[config.mk]
export PLATFORM = sky130hd
export DESIGN_NAME = decode_stage_flat
export DESIGN_NICKNAME = d
export VERILOG_FILES = /design/src/rtl/decode_stage_if.sv /design/src/rtl/decode_stage.sv /design/src/flat_wrapper.sv
export SDC_FILE = /design/constraint.sdc
export NUM_CORES = 1
export LEC_CHECK = 0
export ABC_AREA = 1
export CORE_MARGIN = 1.5
export CORE_UTILIZATION = 46
export CTS_CLUSTER_SIZE = 20
export DETAILED_ROUTE_END_ITERATION = 12
export PLACE_DENSITY = 0.75
export RECOVER_POWER = 50
export SLEW_MARGIN = 25
export SYNTH_ARGS = -nofsm -noshare
export SYNTH_HDL_FRONTEND = slang
export SYNTH_SLANG_ARGS = --single-unit
[constraint.sdc]
create_clock -name clk -period 4.3 [get_ports clk]
set_input_delay 0.645 -clock clk [delete_from_list [all_inputs] [get_ports clk]]
set_output_delay 0.645 -clock clk [all_outputs]
set_load 0.02 [all_outputs]
[src/rtl/decode_stage_if.sv]
// Handshake bundle for the decode stage.
// Upstream side: in_valid/in_ready with inst and pc_in.
// Downstream side: out_valid/out_ready with the decoded fields.
// A transfer happens on a rising clock edge where valid and ready are both high.
// A producer holds valid and its payload stable until that edge.
// Ready may be high with nothing offered.
// master: the environment around the stage (fetch plus the consumer).
// slave: the decode stage itself.
interface decode_stage_if #(
    parameter int XLEN           = 8,
    parameter int REG_ADDR_WIDTH = 4,
    parameter int PC_WIDTH       = 8,
    parameter int INST_WIDTH     = 32
) ();
    logic                      flush;
    logic                      in_valid;
    logic                      in_ready;
    logic [INST_WIDTH-1:0]     inst;
    logic [PC_WIDTH-1:0]       pc_in;
    logic                      out_valid;
    logic                      out_ready;
    logic [6:0]                op;
    logic [REG_ADDR_WIDTH-1:0] rd;
    logic [REG_ADDR_WIDTH-1:0] rs1;
    logic [REG_ADDR_WIDTH-1:0] rs2;
    logic [2:0]                funct3;
    logic [6:0]                funct7;
    logic [XLEN-1:0]           imm;
    logic [2:0]                imm_fmt;
    logic                      illegal;
    logic [PC_WIDTH-1:0]       pc_out;
    logic [1:0]                state_dbg;

    modport master (
        output flush, in_valid, inst, pc_in, out_ready,
        input  in_ready, out_valid, op, rd, rs1, rs2, funct3, funct7,
               imm, imm_fmt, illegal, pc_out, state_dbg
    );

    modport slave (
        input  flush, in_valid, inst, pc_in, out_ready,
        output in_ready, out_valid, op, rd, rs1, rs2, funct3, funct7,
               imm, imm_fmt, illegal, pc_out, state_dbg
    );
endinterface

[src/rtl/decode_stage.sv]
// RV32-style decode stage with a 2-entry skid buffer.
// Decode is combinational on inst and is captured at accept time.
// Every output comes from the main register or from the state flop.
// Buffer occupancy is EMPTY / ONE / TWO.
// in_ready depends only on occupancy, so there is no combinational path from out_ready.
// flush and reset both empty the stage.
// Reset additionally zeroes the held bundles.
module decode_stage #(
    parameter int XLEN           = 8,
    parameter int REG_ADDR_WIDTH = 4,
    parameter int PC_WIDTH       = 8,
    parameter int INST_WIDTH     = 32
) (
    input  logic           clk,
    input  logic           rst_n,
    decode_stage_if.slave  bus
);

    if (INST_WIDTH != 32) begin : g_bad_inst_width
        $error("decode_stage: INST_WIDTH must be 32");
    end

    localparam logic [6:0] OPC_LUI    = 7'b0110111;
    localparam logic [6:0] OPC_AUIPC  = 7'b0010111;
    localparam logic [6:0] OPC_JAL    = 7'b1101111;
    localparam logic [6:0] OPC_JALR   = 7'b1100111;
    localparam logic [6:0] OPC_LOAD   = 7'b0000011;
    localparam logic [6:0] OPC_OP_IMM = 7'b0010011;
    localparam logic [6:0] OPC_STORE  = 7'b0100011;
    localparam logic [6:0] OPC_BRANCH = 7'b1100011;
    localparam logic [6:0] OPC_OP     = 7'b0110011;

    localparam logic [2:0] FMT_NONE = 3'd0;
    localparam logic [2:0] FMT_I    = 3'd1;
    localparam logic [2:0] FMT_S    = 3'd2;
    localparam logic [2:0] FMT_B    = 3'd3;
    localparam logic [2:0] FMT_U    = 3'd4;
    localparam logic [2:0] FMT_J    = 3'd5;
    localparam logic [2:0] FMT_R    = 3'd6;

    typedef enum logic [1:0] {
        ST_EMPTY = 2'd0,
        ST_ONE   = 2'd1,
        ST_TWO   = 2'd2
    } state_e;

    typedef struct packed {
        logic [6:0]                op;
        logic [REG_ADDR_WIDTH-1:0] rd;
        logic [REG_ADDR_WIDTH-1:0] rs1;
        logic [REG_ADDR_WIDTH-1:0] rs2;
        logic [2:0]                funct3;
        logic [6:0]                funct7;
        logic [XLEN-1:0]           imm;
        logic [2:0]                imm_fmt;
        logic                      illegal;
        logic [PC_WIDTH-1:0]       pc;
    } bundle_t;

    logic [31:0]     inst_w;
    logic [31:0]     imm32;
    logic [XLEN-1:0] imm_x;
    logic [2:0]      fmt;
    logic            op_known;
    logic            use_rd;
    logic            use_rs1;
    logic            use_rs2;
    logic            rd_hi;
    logic            rs1_hi;
    logic            rs2_hi;
    logic            bad_field;
    bundle_t         dec;

    state_e  state_q, state_d;
    bundle_t main_q, main_d;
    bundle_t skid_q, skid_d;
    logic    accept;
    logic    in_ready_w;
    logic    out_valid_w;

    assign inst_w = bus.inst[31:0];

    // Select the format and build the sign-extended 32-bit immediate.
    // Also record which register fields this format actually reads or writes.
    always_comb begin
        imm32    = 32'd0;
        fmt      = FMT_NONE;
        op_known = 1'b1;
        use_rd   = 1'b0;
        use_rs1  = 1'b0;
        use_rs2  = 1'b0;
        case (inst_w[6:0])
            OPC_LUI, OPC_AUIPC: begin
                fmt    = FMT_U;
                imm32  = {inst_w[31:12], 12'd0};
                use_rd = 1'b1;
            end
            OPC_JAL: begin
                fmt    = FMT_J;
                imm32  = {{11{inst_w[31]}}, inst_w[31], inst_w[19:12],
                          inst_w[20], inst_w[30:21], 1'b0};
                use_rd = 1'b1;
            end
            OPC_JALR, OPC_LOAD, OPC_OP_IMM: begin
                fmt     = FMT_I;
                imm32   = {{20{inst_w[31]}}, inst_w[31:20]};
                use_rd  = 1'b1;
                use_rs1 = 1'b1;
            end
            OPC_STORE: begin
                fmt     = FMT_S;
                imm32   = {{20{inst_w[31]}}, inst_w[31:25], inst_w[11:7]};
                use_rs1 = 1'b1;
                use_rs2 = 1'b1;
            end
            OPC_BRANCH: begin
                fmt     = FMT_B;
                imm32   = {{19{inst_w[31]}}, inst_w[31], inst_w[7],
                           inst_w[30:25], inst_w[11:8], 1'b0};
                use_rs1 = 1'b1;
                use_rs2 = 1'b1;
            end
            OPC_OP: begin
                fmt     = FMT_R;
                use_rd  = 1'b1;
                use_rs1 = 1'b1;
                use_rs2 = 1'b1;
            end
            default: begin
                op_known = 1'b0;
            end
        endcase
    end

    // Resize the RV32 immediate to XLEN: truncate when narrower, sign-extend when wider.
    if (XLEN < 32) begin : g_imm_narrow
        logic unused_imm_hi;
        assign imm_x         = imm32[XLEN-1:0];
        assign unused_imm_hi = ^imm32[31:XLEN];
    end else if (XLEN == 32) begin : g_imm_exact
        assign imm_x = imm32;
    end else begin : g_imm_wide
        assign imm_x = {{(XLEN-32){imm32[31]}}, imm32};
    end

    // A used register field must fit in REG_ADDR_WIDTH bits to be addressable.
    assign rd_hi     = (inst_w[11:7]  >> REG_ADDR_WIDTH) != 5'd0;
    assign rs1_hi    = (inst_w[19:15] >> REG_ADDR_WIDTH) != 5'd0;
    assign rs2_hi    = (inst_w[24:20] >> REG_ADDR_WIDTH) != 5'd0;
    assign bad_field = (use_rd && rd_hi) || (use_rs1 && rs1_hi) || (use_rs2 && rs2_hi);

    // Assemble the decoded bundle for the instruction on the input.
    // Illegal instructions keep every field populated so the consumer can trap on them.
    always_comb begin
        dec         = '0;
        dec.op      = inst_w[6:0];
        dec.rd      = REG_ADDR_WIDTH'(inst_w[11:7]);
        dec.rs1     = REG_ADDR_WIDTH'(inst_w[19:15]);
        dec.rs2     = REG_ADDR_WIDTH'(inst_w[24:20]);
        dec.funct3  = inst_w[14:12];
        dec.funct7  = inst_w[31:25];
        dec.imm     = imm_x;
        dec.imm_fmt = fmt;
        dec.illegal = !op_known || (inst_w[1:0] != 2'b11) || bad_field;
        dec.pc      = bus.pc_in;
    end

    assign in_ready_w  = (state_q != ST_TWO);
    assign out_valid_w = (state_q != ST_EMPTY);
    assign accept      = bus.in_valid && in_ready_w;

    // Occupancy transitions.
    // Flush empties the stage and drops any same-cycle input.
    // Otherwise new data lands in main, or in skid when main is stalled.
    always_comb begin
        state_d = state_q;
        main_d  = main_q;
        skid_d  = skid_q;
        if (bus.flush) begin
            state_d = ST_EMPTY;
        end else begin
            case (state_q)
                ST_EMPTY: begin
                    if (accept) begin
                        state_d = ST_ONE;
                        main_d  = dec;
                    end
                end
                ST_ONE: begin
                    if (accept && bus.out_ready) begin
                        main_d = dec;
                    end else if (accept) begin
                        state_d = ST_TWO;
                        skid_d  = dec;
                    end else if (bus.out_ready) begin
                        state_d = ST_EMPTY;
                    end
                end
                ST_TWO: begin
                    if (bus.out_ready) begin
                        state_d = ST_ONE;
                        main_d  = skid_q;
                    end
                end
                default: begin
                    state_d = ST_EMPTY;
                end
            endcase
        end
    end

    // State and buffer registers.
    // Reset zeroes both bundles so the outputs read zero afterwards.
    always_ff @(posedge clk) begin
        if (!rst_n) begin
            state_q <= ST_EMPTY;
            main_q  <= '0;
            skid_q  <= '0;
        end else begin
            state_q <= state_d;
            main_q  <= main_d;
            skid_q  <= skid_d;
        end
    end

    assign bus.in_ready  = in_ready_w;
    assign bus.out_valid = out_valid_w;
    assign bus.op        = main_q.op;
    assign bus.rd        = main_q.rd;
    assign bus.rs1       = main_q.rs1;
    assign bus.rs2       = main_q.rs2;
    assign bus.funct3    = main_q.funct3;
    assign bus.funct7    = main_q.funct7;
    assign bus.imm       = main_q.imm;
    assign bus.imm_fmt   = main_q.imm_fmt;
    assign bus.illegal   = main_q.illegal;
    assign bus.pc_out    = main_q.pc;
    assign bus.state_dbg = state_q;

endmodule

[src/flat_wrapper.sv]
// flat-port wrapper written by rule: the top's interface ports become plain ports
module decode_stage_flat 
#(
    parameter int XLEN           = 8,
    parameter int REG_ADDR_WIDTH = 4,
    parameter int PC_WIDTH       = 8,
    parameter int INST_WIDTH     = 32
)
  (clk, rst_n, bus_flush, bus_in_valid, bus_inst, bus_pc_in, bus_out_ready, bus_in_ready, bus_out_valid, bus_op, bus_rd, bus_rs1, bus_rs2, bus_funct3, bus_funct7, bus_imm, bus_imm_fmt, bus_illegal, bus_pc_out, bus_state_dbg);
  decode_stage_if #(.XLEN(XLEN), .REG_ADDR_WIDTH(REG_ADDR_WIDTH), .PC_WIDTH(PC_WIDTH), .INST_WIDTH(INST_WIDTH)) bus_i ();
  input  logic clk;
  input  logic rst_n;
  input wire logic [$bits(bus_i.flush)-1:0] bus_flush;
  input wire logic [$bits(bus_i.in_valid)-1:0] bus_in_valid;
  input wire logic [$bits(bus_i.inst)-1:0] bus_inst;
  input wire logic [$bits(bus_i.pc_in)-1:0] bus_pc_in;
  input wire logic [$bits(bus_i.out_ready)-1:0] bus_out_ready;
  output wire logic [$bits(bus_i.in_ready)-1:0] bus_in_ready;
  output wire logic [$bits(bus_i.out_valid)-1:0] bus_out_valid;
  output wire logic [$bits(bus_i.op)-1:0] bus_op;
  output wire logic [$bits(bus_i.rd)-1:0] bus_rd;
  output wire logic [$bits(bus_i.rs1)-1:0] bus_rs1;
  output wire logic [$bits(bus_i.rs2)-1:0] bus_rs2;
  output wire logic [$bits(bus_i.funct3)-1:0] bus_funct3;
  output wire logic [$bits(bus_i.funct7)-1:0] bus_funct7;
  output wire logic [$bits(bus_i.imm)-1:0] bus_imm;
  output wire logic [$bits(bus_i.imm_fmt)-1:0] bus_imm_fmt;
  output wire logic [$bits(bus_i.illegal)-1:0] bus_illegal;
  output wire logic [$bits(bus_i.pc_out)-1:0] bus_pc_out;
  output wire logic [$bits(bus_i.state_dbg)-1:0] bus_state_dbg;
  assign bus_i.flush = bus_flush;
  assign bus_i.in_valid = bus_in_valid;
  assign bus_i.inst = bus_inst;
  assign bus_i.pc_in = bus_pc_in;
  assign bus_i.out_ready = bus_out_ready;
  assign bus_in_ready = bus_i.in_ready;
  assign bus_out_valid = bus_i.out_valid;
  assign bus_op = bus_i.op;
  assign bus_rd = bus_i.rd;
  assign bus_rs1 = bus_i.rs1;
  assign bus_rs2 = bus_i.rs2;
  assign bus_funct3 = bus_i.funct3;
  assign bus_funct7 = bus_i.funct7;
  assign bus_imm = bus_i.imm;
  assign bus_imm_fmt = bus_i.imm_fmt;
  assign bus_illegal = bus_i.illegal;
  assign bus_pc_out = bus_i.pc_out;
  assign bus_state_dbg = bus_i.state_dbg;
  decode_stage #(.XLEN(XLEN), .REG_ADDR_WIDTH(REG_ADDR_WIDTH), .PC_WIDTH(PC_WIDTH), .INST_WIDTH(INST_WIDTH)) u_core (.clk(clk), .rst_n(rst_n), .bus(bus_i));
endmodule
==> reports/summary.txt <==
CTS Buf Count -> 9
Crit path kind -> in -> reg
N_diodes -> 0
Startpoint types -> primary input
Slew HR -> -49.3%
DRT antenna net count -> 0
Wire per inst -> 14.3 microns
Syn_nets -> 606
Root buffer cell -> clkbuf_8
Sum Neg Setup Slack -> 0 ns
Nets -> 680
Arr. time, crit path -> 3.50 ns
CP Max Fanout -> 66
PwrDens -> 365 nW/um^2
Leakage power -> 2.29 nW
Final worst-path cycle share -> 74.4%
Clk_lat worst skew -> 0.36 ns
Total grt overflow -> 0
Antenna violations before repair -> 0
IO Count -> 98
XOR/XNOR Fraction of Synth Area -> 0.213%
Clk_skew -> 0.00943 ns
GRT Util Overall -> 22.7%
Die height -> 97.6 microns
Die area -> 9520 sq um
Vias per cell -> 5.43
Hold Path End -> u_core.bus.rs1[1]
RR Endpoint -> u_core.bus.rs1[3]
CTS Sinks -> 100
Post-Synth Adder-Cell Area -> 0%
CTS H-tree lvls -> 3
Starting Density -> 47.4%
Largest family of logic cells by synthesized area -> compound AO/OA/AOI/OAI gates
Chip width -> 97.6 microns
Synth Area in Compound Gates -> 23.4%
Post-synthesis mux area share -> 0%
Cell variety after synth -> 23
Post-DP HPWL -> 6780 microns
Seq/Total Area, Yosys -> 48.7%
Peak Freq -> 312 MHz
RSZ-0062 raised after global routing -> false
Mapped cell area -> 4110 sq um
Vias in the first global route -> 3,762
Synthesized area per cell -> 7.33 sq um
CTS Hold Buffers Added -> 0
Share of cells above drive strength 1 -> 4.38%
Data required, critical path -> 4.60 ns
Core ar. -> 8680 sq um
Crit. End Element -> flop
Routed Wire Length -> 10,700 microns
Initial drt markers -> 212
Max-slew violation count -> 67
Yosys warning total -> 0
Clk buf depth -> 2
Failing checks -> capacitance limit, slew limit
Site Rows -> 34
Final Wtd Congestion -> 0.854
Storage cell area -> 2000 sq um
Outcome -> finished, violations left
Final min period -> 3.20 ns
# setup viols final -> 0
VDD IR max -> 0.000212 V
Cells after synthesis -> 561
Area delta synth->final -> 28.2%
Final setup margin -> 1.10 ns
Power Total -> 1.93 mW
Worst hold start -> u_core.skid_q[35]
Max_cap viols -> 1
Post-route DRC -> 0
Area of the multi-input gates -> 1830 sq um
Via count -> 4,057
Worst min-delay path class -> reg -> reg
#FFs+latches synth -> 100
Largest net degree at the start of global routing -> 67
Drt pass-1 iters -> 5
Worst-Margin Slew -> 2.24 ns
CTS tree -> built
Post-cts gate resize count -> 0
Final core utilization -> 60.8%
R2R depth -> 10
Worst reg2reg path startpoint -> u_core.bus.state_dbg[1]
Fillcell total -> 804
Post-CTS Setup Repair Bufs -> 0
Pre-CTS setup slack -> 1.06 ns
Post-Synth Simple-Gate Area -> 21.0%
Input/output buffers -> 97
Global-route wire length before repair -> 17,700 microns
Register-to-register setup slack -> 1.54 ns
Clock transition at path regs -> 0.09 ns
Hold Crit Depth -> 2
Fin. Hold Viols -> 0
-- stage by stage --
step           instance area [sq um]  hold slack, ns  cells
2_1_floorplan                   4110           0.454    561
3_3_place_gp                    5060           0.462    732
3_5_place_dp                    5060           0.471    732
4_1_cts                         5280           0.479    747
5_1_grt                         5270           0.506    747
6_report                        5270           0.474    747
-- routing by layer --
metal  track usage, %  vias up  part of all wire [%]
met5                0        -                     0
met4             11.4        0                   3.1
met3             5.61       29                   6.8
met2             35.7      149                    46
met1             29.1     1859                    44
li1                 -     2020                     -
-- synthesized netlist by cell type, drive strengths merged --
| master | instances | area [sq um] |
|---|---|---|
| xnor2 | 1 | 8.76 |
| nor3 | 2 | 21.3 |
| buf | 12 | 85.1 |
| a31oi | 38 | 238 |
| inv | 22 | 82.6 |
| o21ai | 101 | 509 |
| nor2 | 101 | 389 |
| nand3 | 8 | 40.0 |
| a2111oi | 1 | 8.76 |
| nand2 | 107 | 402 |
| nand4 | 2 | 12.5 |
| clkbuf | 28 | 109 |
| a21oi | 34 | 170 |
| a22o | 4 | 35.0 |
| dfxtp | 100 | 2000 |
-- cell type report --
class                   count  area share (%)
clock buffers              10            2.42
clock inverters             5            1.61
inverters                  22            1.57
multi-input cells         399            34.8
flip-flops and latches    100            38.0
well taps                 108            2.56
repair buffers            103            19.1
-- placed cells by master (no fill, tap or decap), types with 3 or more instances in the layout --
master / Yosys / routed
buf_4: 0 / 5
o21ai_0: 95 / 98
nand2_1: 107 / 107
dfxtp_1: 100 / 100
clkdlybuf4s50_1: 0 / 51
clkbuf_1: 25 / 3
nand3_1: 8 / 8
dlygate4sd3_1: 0 / 45
clkbuf_8: 0 / 9
a31oi_1: 38 / 38
inv_1: 17 / 17
a22o_1: 4 / 4
inv_2: 5 / 5
a21oi_1: 34 / 34
nor2_1: 99 / 99
-- state kept, by name (all words and copies together) (netlist names) --
register / count
u_core.skid_q: 49
u_core.bus.rs1: 4
u_core.bus.op: 7
u_core.bus.rd: 4
u_core.bus.rs2: 4
u_core.bus.state_dbg: 2
u_core.bus.funct3: 3
u_core.bus.imm: 8
u_core.bus.pc_out: 8
u_core.bus.illegal: 1
u_core.bus.funct7: 7
u_core.bus.imm_fmt: 3
-- logic make-up after synthesis --
group	after synthesis
compound gates	178
simple gates	220
flops	100
xor+xnor	1
buf+inv	62
-- power by group --
| group | switching (mW) | internal, mW |
|---|---|---|
| clock | 0.322 | 0.328 |
| sequential | 0.0219 | 0.971 |
| combinational | 0.159 | 0.124 |
-- worst max-delay path, cell delays in order --
cell and delay (ns):
clkbuf_1 1.57, clkbuf_1 0.82, o21ai_0 0.28, nor2_1 0.18
-- worst max path at each step --
stage / from / to / slack [ns] / depth (start not counted)
final: rst_n / u_core.skid_q[9] / 1.10 / 4
after global routing: rst_n / u_core.bus.imm[1] / 0.70 / 4
after CTS: u_core.bus.state_dbg[1] / bus_in_ready / 1.29 / 5
after detailed placement: bus_out_ready / u_core.bus.funct3[1] / 1.06 / 8
after global placement: bus_out_ready / u_core.bus.funct7[3] / 1.27 / 8
after floorplan: u_core.bus.state_dbg[0] / bus_in_ready / 2.54 / 3
No activity file was read; power rests on OpenSTA's default activity.
